--- src/rtl/gearbox_pkg.sv ---
// Shared constants, state type and helpers for the gearbox source arbiter.
package gearbox_pkg;

    localparam int unsigned WORDS_PER_GROUP = 3;
    localparam int unsigned PIX_W           = 24;
    localparam int unsigned WORD_W          = 32;

    typedef enum logic [0:0] {
        ST_IDLE = 1'b0,
        ST_BUSY = 1'b1
    } arb_state_e;

    // A packet is pixel-aligned when its word count fills whole 4-pixel groups.
    function automatic logic group_aligned(input logic [31:0] words);
        return (words % WORDS_PER_GROUP) == 32'd0;
    endfunction

endpackage

--- src/rtl/gbx_rr_pick.sv ---
// Two-way round-robin priority picker: ptr selects which requester wins a tie.
module gbx_rr_pick (
    input  logic [1:0] req,
    input  logic       ptr,
    output logic [1:0] gnt
);

    always_comb begin
        gnt = 2'b00;
        if (!ptr) begin
            if (req[0]) begin
                gnt = 2'b01;
            end else if (req[1]) begin
                gnt = 2'b10;
            end
        end else begin
            if (req[1]) begin
                gnt = 2'b10;
            end else if (req[0]) begin
                gnt = 2'b01;
            end
        end
    end

endmodule

--- src/rtl/gearbox_src_arbiter.sv ---
// Packet-level round-robin arbiter feeding the shared 32->24 gearbox input.
// Optional mid-packet stall timeout is enabled with GBX_ARB_TIMEOUT_EN.
module gearbox_src_arbiter
    import gearbox_pkg::*;
#(
    parameter int unsigned NUM_SRC = 2,
    parameter int unsigned CNT_W   = 16
`ifdef GBX_ARB_TIMEOUT_EN
    ,
    parameter int unsigned TIMEOUT = 1024
`endif
) (
    input  logic                      clk_200m,
    input  logic                      reset,
    input  logic [NUM_SRC-1:0]        src_valid,
    input  logic [NUM_SRC-1:0]        src_last,
    input  logic [NUM_SRC*WORD_W-1:0] src_data,
    output logic [NUM_SRC-1:0]        src_ready,
    input  logic                      gb_ready,
    output logic                      data_en,
    output logic                      data_in_last,
    output logic [WORD_W-1:0]         data_in_rgb,
    output logic [NUM_SRC-1:0]        grant,
    output logic [CNT_W-1:0]          pkt_words,
    output logic                      pkt_done,
    output logic                      err_misalign
`ifdef GBX_ARB_TIMEOUT_EN
    ,
    output logic                      err_timeout
`endif
);

    arb_state_e         state_q, state_d;
    logic [NUM_SRC-1:0] grant_q, grant_d;
    logic               rr_ptr_q, rr_ptr_d;
    logic [CNT_W-1:0]   wcnt_q, wcnt_d;
    logic               data_en_q, data_en_d;
    logic               data_last_q, data_last_d;
    logic [WORD_W-1:0]  rgb_q, rgb_d;
    logic [CNT_W-1:0]   pkt_words_q, pkt_words_d;
    logic               pkt_done_q, pkt_done_d;
    logic               err_mis_q, err_mis_d;

    logic [NUM_SRC-1:0] pick_gnt;
    logic               owner;
    logic               owner_last;
    logic [WORD_W-1:0]  owner_data;
    logic               accept;
    logic               last_accept;
    logic [CNT_W-1:0]   cnt_inc;

`ifdef GBX_ARB_TIMEOUT_EN
    localparam int unsigned IDLE_W = $clog2(TIMEOUT + 1);

    logic [IDLE_W-1:0] idle_q, idle_d;
    logic              err_to_q, err_to_d;
    logic              owner_valid;

    assign owner_valid = owner ? src_valid[1] : src_valid[0];
    assign err_timeout = err_to_q;
`endif

    gbx_rr_pick u_pick (
        .req (src_valid),
        .ptr (rr_ptr_q),
        .gnt (pick_gnt)
    );

    // Grant is one-hot, so bit 1 alone identifies the owner.
    assign owner      = grant_q[1];
    assign owner_last = owner ? src_last[1] : src_last[0];
    assign owner_data = owner ? src_data[WORD_W +: WORD_W] : src_data[0 +: WORD_W];

    assign src_ready   = grant_q & {NUM_SRC{gb_ready & (state_q == ST_BUSY)}};
    assign accept      = |(src_valid & src_ready);
    assign last_accept = accept & owner_last;
    assign cnt_inc     = (&wcnt_q) ? wcnt_q : wcnt_q + CNT_W'(1);

    always_comb begin
        state_d     = state_q;
        grant_d     = grant_q;
        rr_ptr_d    = rr_ptr_q;
        wcnt_d      = wcnt_q;
        data_en_d   = accept;
        data_last_d = last_accept;
        rgb_d       = accept ? owner_data : rgb_q;
        pkt_words_d = pkt_words_q;
        pkt_done_d  = 1'b0;
        err_mis_d   = err_mis_q;
`ifdef GBX_ARB_TIMEOUT_EN
        idle_d      = idle_q;
        err_to_d    = err_to_q;
`endif

        unique case (state_q)
            ST_IDLE: begin
                if (|src_valid) begin
                    grant_d = pick_gnt;
                    state_d = ST_BUSY;
                    wcnt_d  = '0;
`ifdef GBX_ARB_TIMEOUT_EN
                    idle_d  = '0;
`endif
                end
            end
            ST_BUSY: begin
                if (accept) begin
                    wcnt_d = cnt_inc;
                end
                if (last_accept) begin
                    state_d     = ST_IDLE;
                    grant_d     = '0;
                    rr_ptr_d    = ~owner;
                    pkt_words_d = cnt_inc;
                    pkt_done_d  = 1'b1;
                    if (!group_aligned(32'(cnt_inc))) begin
                        err_mis_d = 1'b1;
                    end
                end
`ifdef GBX_ARB_TIMEOUT_EN
                if (accept) begin
                    idle_d = '0;
                end else if (!owner_valid) begin
                    if (idle_q == IDLE_W'(TIMEOUT - 1)) begin
                        // Close the stalled packet with a zero filler word.
                        data_en_d   = 1'b1;
                        data_last_d = 1'b1;
                        rgb_d       = '0;
                        pkt_done_d  = 1'b1;
                        pkt_words_d = cnt_inc;
                        err_to_d    = 1'b1;
                        rr_ptr_d    = ~owner;
                        grant_d     = '0;
                        state_d     = ST_IDLE;
                        idle_d      = '0;
                    end else begin
                        idle_d = idle_q + IDLE_W'(1);
                    end
                end
`endif
            end
            default: begin
                state_d = ST_IDLE;
            end
        endcase
    end

    always_ff @(posedge clk_200m) begin
        if (reset) begin
            state_q     <= ST_IDLE;
            grant_q     <= '0;
            rr_ptr_q    <= 1'b0;
            wcnt_q      <= '0;
            data_en_q   <= 1'b0;
            data_last_q <= 1'b0;
            rgb_q       <= '0;
            pkt_words_q <= '0;
            pkt_done_q  <= 1'b0;
            err_mis_q   <= 1'b0;
`ifdef GBX_ARB_TIMEOUT_EN
            idle_q      <= '0;
            err_to_q    <= 1'b0;
`endif
        end else begin
            state_q     <= state_d;
            grant_q     <= grant_d;
            rr_ptr_q    <= rr_ptr_d;
            wcnt_q      <= wcnt_d;
            data_en_q   <= data_en_d;
            data_last_q <= data_last_d;
            rgb_q       <= rgb_d;
            pkt_words_q <= pkt_words_d;
            pkt_done_q  <= pkt_done_d;
            err_mis_q   <= err_mis_d;
`ifdef GBX_ARB_TIMEOUT_EN
            idle_q      <= idle_d;
            err_to_q    <= err_to_d;
`endif
        end
    end

    assign data_en      = data_en_q;
    assign data_in_last = data_last_q;
    assign data_in_rgb  = rgb_q;
    assign grant        = grant_q;
    assign pkt_words    = pkt_words_q;
    assign pkt_done     = pkt_done_q;
    assign err_misalign = err_mis_q;

endmodule

--- config.mk ---
export PLATFORM = sky130hd
export DESIGN_NAME = gearbox_src_arbiter
export DESIGN_NICKNAME = d
export VERILOG_FILES = /design/src/rtl/gearbox_pkg.sv /design/src/rtl/gbx_rr_pick.sv /design/src/rtl/gearbox_src_arbiter.sv
export SDC_FILE = /design/constraint.sdc
export NUM_CORES = 1
export LEC_CHECK = 0
export ABC_AREA = 1
export BUFFER_PORTS_ARGS = -buffer_cell sky130_fd_sc_hd__buf_2
export CELL_PAD_IN_SITES_DETAIL_PLACEMENT = 0
export CELL_PAD_IN_SITES_GLOBAL_PLACEMENT = 2
export CORE_AREA = 2 2 169 121
export CTS_CLUSTER_SIZE = 14
export DETAILED_ROUTE_END_ITERATION = 8
export DIE_AREA = 0 0 171 123
export GPL_TIMING_DRIVEN = 0
export HOLD_SLACK_MARGIN = 0.05
export PLACE_DENSITY_LB_ADDON = 0.15
export SKIP_CTS_REPAIR_TIMING = 1
export SYNTH_ARGS = -nofsm -noshare
export SYNTH_HDL_FRONTEND = slang
export SYNTH_SLANG_ARGS = --single-unit
--- constraint.sdc ---
create_clock -name clk_200m -period 11.8 [get_ports clk_200m]
set_clock_uncertainty 0.1 [all_clocks]
set_input_delay 0.59 -clock clk_200m [delete_from_list [all_inputs] [get_ports clk_200m]]
set_output_delay 0.59 -clock clk_200m [all_outputs]
set_load 0.01 [all_outputs]
# After elaboration in Yosys (flattened, before gate mapping)
# Index checks and enable logic that the tools add are counted.
[classes]
muxes = 18
n_div = 1
eq_ne = 3
reduce_logical = 9
addsub = 1
n_bitwise = 7
[ops]
columns = ["cell", "count"]
rows = [
  ["16-bit two-way mux", 3],
  ["32-bit zero test", 1],
  ["16-bit by 2-bit remainder unit with 32-bit output, second input constant", 1],
  ["32-bit two-way mux", 1],
  ["16-bit one-hot mux with 2 select lines", 1],
  ["16-bit by 1-bit adder with 16-bit output, second input constant", 1],
  ["16-bit AND reduction", 1],
  ["2-bit two-way mux", 6],
  ["2-bit AND reduction", 3],
  ["2-bit OR reduction", 3],
  ["1-bit two-way mux", 5],
  ["2-bit AND", 2],
  ["2-bit by 1-bit != test with 1-bit output, second input constant", 2],
  ["2-bit one-hot mux with 2 select lines", 1],
  ["1-bit inverter", 3],
  ["3-bit AND reduction", 1],
  ["1-bit AND", 2],
  ["2-bit != test, second input constant", 1],
  ["1-bit one-hot mux with 2 select lines", 1],
]
[word_totals]
register_bits = 72
in_bits = 71
wordCells = 49
output_inout_bits = 56

# Depth between registers and ports, before layout
[depth]
ltp_word = 7
depth_mapped = 86
ltp_nobuf = 85

# Hierarchy
# Synthesis repeated with hierarchy kept, for this count alone.
[hier_totals]
cells_unflattened = 843
area_unflattened_um2 = 5335.1
[by_module_without_submodules]
columns = ["mod", "instances", "cells_per_inst", "seq_area_each_um2", "area_each_um2"]
rows = [
  ["gearbox_src_arbiter", 1, 839, 1441.4, 5307.6],
  ["gbx_rr_pick", 1, 4, 0.0, 27.5],
]

# Worst setup path after synthesis
# OpenSTA, ideal clock, no wires.
[synth_path]
path_type = "flip-flop to flip-flop"
start = "register wcnt_q[1]"
end = "register err_mis_q (netlist: err_misalign)"
path_buffers = 1
t_required_ns = 11.588
path_stages_with_launch = 74
slack_ns = 3.523
arrival_ns = 8.064
period_less_slack_ns = 8.277
setup_time_ns = 0.112
path_cell_list = "dfxtp_1 -> ha_1 -> nand3_1 -> nor3_4 -> nand3_2 -> nand2_2 -> ha_1 -> nand3b_1 -> nand2_2 -> nand3_2 -> nand2_1 -> nand2_2 -> nor2_4 -> nand3_2 -> nand2_1 -> nand3_2 -> nand2_1 -> inv_2 -> [... 38 more ...] -> nand2_1 -> inv_1 -> ha_1 -> inv_1 -> nand3_1 -> nor2_2 -> nand4_2 -> buf_6 -> nand2_1 -> and2_1 -> ha_1 -> or2_2 -> nand2_1 -> o21ai_1 -> nor2_1 -> nand4_1 -> nand2_1 -> nand2_1"
[synth_via]
elab_chain_cells = 6
elab_cells_between_ends = 7
classes_between = "add/sub: 1; div: 1; mux: 1; bitwise: 1; reduce/logical: 3"
[synth_rtl]
columns = ["element", "line_no", "rtl"]
rows = [
  ["from (decl)", "gearbox_src_arbiter.sv:36", "logic [CNT_W-1:0] wcnt_q, wcnt_d;"],
  ["from (signal assigned)", "gearbox_src_arbiter.sv:168", "wcnt_q <= wcnt_d;"],
  ["16-bit by 1-bit adder with 16-bit output / 16-bit AND reduction (equally long branches)", "gearbox_src_arbiter.sv:77", "assign cnt_inc = (&wcnt_q) ? wcnt_q : wcnt_q + CNT_W'(1);"],
  ["16-bit two-way mux *", "gearbox_src_arbiter.sv:77", ""],
  ["via cnt_inc[15]", "gearbox_src_arbiter.sv:50", "logic [CNT_W-1:0] cnt_inc;"],
  ["16-bit by 2-bit remainder unit with 32-bit output *", "gearbox_pkg.sv:15", "return (words % WORDS_PER_GROUP) == 32'd0;"],
  ["32-bit zero test *", "gearbox_pkg.sv:15", ""],
  ["1-bit inverter (no source line) *", "-", ""],
  ["3-bit AND reduction (no source line) *", "-", ""],
  ["to (signal assigned)", "gearbox_src_arbiter.sv:174", "err_mis_q <= err_mis_d;"],
  ["to (decl)", "gearbox_src_arbiter.sv:42", "logic err_mis_q, err_mis_d;"],
]
# The timed path passes the listed nets; every way through them passes the cells marked *.
# A chain may end at the register's enable or synchronous reset.

# Final worst setup path
# Ends and elaborated chain as after synthesis.

==> results.cfg <==
[cells_and_area]
design_area_mm2 = 0.00682
drive_above_1_share = 0.249
fin_nets = 1088
diodes = 0
multi_input_area_mm2 = 0.00361
area_growth_pct = 22.7
fillCellCount = 2240
ff_latch_area_mm2 = 0.00144

[logic_synthesis]
synth-main-ff-cell = dfxtp_1
synth_top_area_cell = dfxtp_1
synth_top_family_by_area = simple AND/OR/NAND/NOR gates
synth.yosys.warnings = 0
synth_top_area_frac = 0.259
yosysMostFrequentCell = nand2_1
synth.avg_cell_area_um2 = 6.35
synth_compound_area_frac = 0.142
synthAdderAreaFrac = 0.00900
synth_edf_count = 0
synth.net_count = 951
synth_xor_area_frac = 0.0488
synth_cell_type_count = 43
ys_seq_area_frac = 0.259
synth-seq-cells = 72
ys_top_cells_by_count = 275 x nand2_1, 76 x inv_1, 72 x dfxtp_1, 61 x nand3_1, 57 x o21ai_0
synth-simple-area-share = 0.450
async_flop_share = 0
syn_inst = 876
syn_area_mm2 = 0.00556
synth_area_leaders = dfxtp_1 26%, nand2_1 19%, nand3_1 5.5%
synth.area.mux_share = 0

[critical_path]
cpPeakStageDelay_ps = 400
cp.arrival_ps = 9810
endpoint_kind = flop
cpMostUsedCell = nand2_1
cp_slowest_cell = dfxtp_1
rrSetupSlack_ps = 2130
worstSetupPathType = reg -> reg
crit_fanout = 10
crit-reg2reg-launch = wcnt_q[1]
ff2ff_path_depth = 69
critPathLaunchType = flop
timing.rr.end = err_misalign
required_ps = 11930

[power_and_ir_drop]
p_sw_w = 0.000157
p_int_w = 0.000415
switching_share = 0.274
powerDensity_mw_per_mm2 = 83.9
ir_drop_mv = 0.0544
power_w = 0.000572
p_seq_frac = 0.435
combinationalPowerShare = 0.083
leakage_nw = 3.46
pwr-share-clk = 0.481

[global_routing]
grt_usage = 0.170
grt_pass1_vias = 5629
grt_overflow = 0
grt_pass1_wl_mm = 28.8
grt_max_degree = 17
antenna_found_initial = 0

[sta]
period_minus_slack_ps = 9670
relSlewSlack = 0.486
hold_violations = 0
finalSetupViolations = 0
fmax_mhz = 103
tightestPinTransition_ps = 771
slew_violations = 0
layout_setup_ws_ps = 2130
min_period_over_period = 0.820
tns_ps = 0
rsz0062_at_grt = false

[route]
dr.pass1.iters = 5
via_count = 5990
dr.first_iter.drc_count = 335
via_per_inst = 4.65
detail_route.wl_per_cell_um = 13.6
totalWireLength_mm = 17.5
post-route-drc-count = 0
ant_nets = 0

[placement]
dp_hpwl_mm = 14.0
postPlaceCellArea_mm2 = 0.00653
gp_congestion = 0.758
place_ws_ps = 2080
portBuffers = 126

[cts]
numCtsBuffers = 9
cts.htree.levels = 3
clk_pin_slew_ps = 60
cts_sinks = 72
cts_tree = built
cts_root_buffer = clkbuf_16
worstSkewPairLatency_ps = 340
ctsLongestPathBuffers = 2

[floorplanning]
start_util = 0.285
pin_count = 127
design.core.area_mm2 = 0.0195
num_rows = 43
fp.dieArea_mm2 = 0.0210
dieHeight_um = 123
fp.dieW_um = 171

[worst_hold_path]
holdCritStartpoint = err_misalign
whs_path_depth = 2
hold_class = reg -> reg
worstHoldEndpoint = err_misalign

[outcome]
status = complete, no violations

[flow_run]
cap_violations = 0
## layout by cell type (no fill, tap or decap), drive strengths merged
master / count
a31oi: 35
nor2: 76
clkbuf: 36
inv: 97
nor3: 4
o22ai: 1
xor2: 16
dfxtp: 72
xnor2: 15
buf: 130
nor4: 1
ha: 4
or2: 2
nand3b: 2
clkinv: 5
nand3: 86
nand2: 298
a21oi: 28
o21bai: 6
o21ai: 65
nand4: 35
and2: 1
o211ai: 2
and3: 1
## registers in the layout, summed over array words and instances (netlist names)
name          cells
pkt_words        16
wcnt_q           16
rr_ptr_q          1
err_misalign      1
pkt_done          1
grant             2
data_in_rgb      32
data_en           1
data_in_last      1
state_q           1
## per-layer routing
| layer | wire, µm | GRT usage | vias to the layer above |
|---|---|---|---|
| li1 | - | - | 3179 |
| met1 | 9470 | 0.252 | 2704 |
| met2 | 7040 | 0.250 | 85 |
| met3 | 702 | 0.0368 | 22 |
| met4 | 246 | 0.0403 | 0 |
| met5 | 0 | 0 | - |
## critical path: cells and delay by family, from the launching register on
| kind | cells | cell delay [ps] |
|---|---|---|
| compound gates | 2 | 220 |
| fa+ha+maj | 4 | 900 |
| simple gates | 57 | 7380 |
| buf+inv | 6 | 540 |
| flops | 1 | 400 |
## stage by stage
step,std cells,hold WS (ps),util
2_1_floorplan,876,336,-
3_3_place_gp,1272,336,0.335
3_5_place_dp,1272,338,0.335
4_1_cts,1288,355,0.350
5_1_grt,1288,376,0.350
6_report,1288,352,0.350
## power by group through the flow
stage	clock network (W)	logic (W)	registers, W
global placement	0	0.0000488	0.000255
detailed placement	0	0.0000483	0.000255
floorplan	0	0.0000219	0.000256
CTS	0.000286	0.0000484	0.000249
finish	0.000275	0.0000477	0.000249
global route	0.000293	0.0000541	0.000250
## worst max path at each step
stage,from,end,slack [ps],depth (start not counted)
2_1_floorplan,wcnt_q[1],err_misalign,3520,73
4_1_cts,wcnt_q[1],err_misalign,2030,67
6_report,wcnt_q[1],err_misalign,2130,69
3_3_place_gp,wcnt_q[1],err_misalign,1940,67
5_1_grt,wcnt_q[1],err_misalign,830,75
3_5_place_dp,wcnt_q[1],err_misalign,2080,67
## final cells by class
cell class / count / share of cell area
inverter: 95 / 0.0528
clock inverter: 7 / 0.0101
timing repair buffer: 126 / 0.0924
buffer: 31 / 0.0215
clock buffer: 9 / 0.0330
tap: 270 / 0.0495
multi-input combinational: 678 / 0.529
sequential: 72 / 0.211
## cell families (layout without fill, tap and decap cells)
logic type | count (synthesis) | after routing
xor+xnor | 31 | 31
fa+ha+maj | 4 | 4
compound gates | 137 | 137
flops | 72 | 72
simple gates | 506 | 506
buf+inv | 126 | 268
Power figures use the tool's default switching activity.
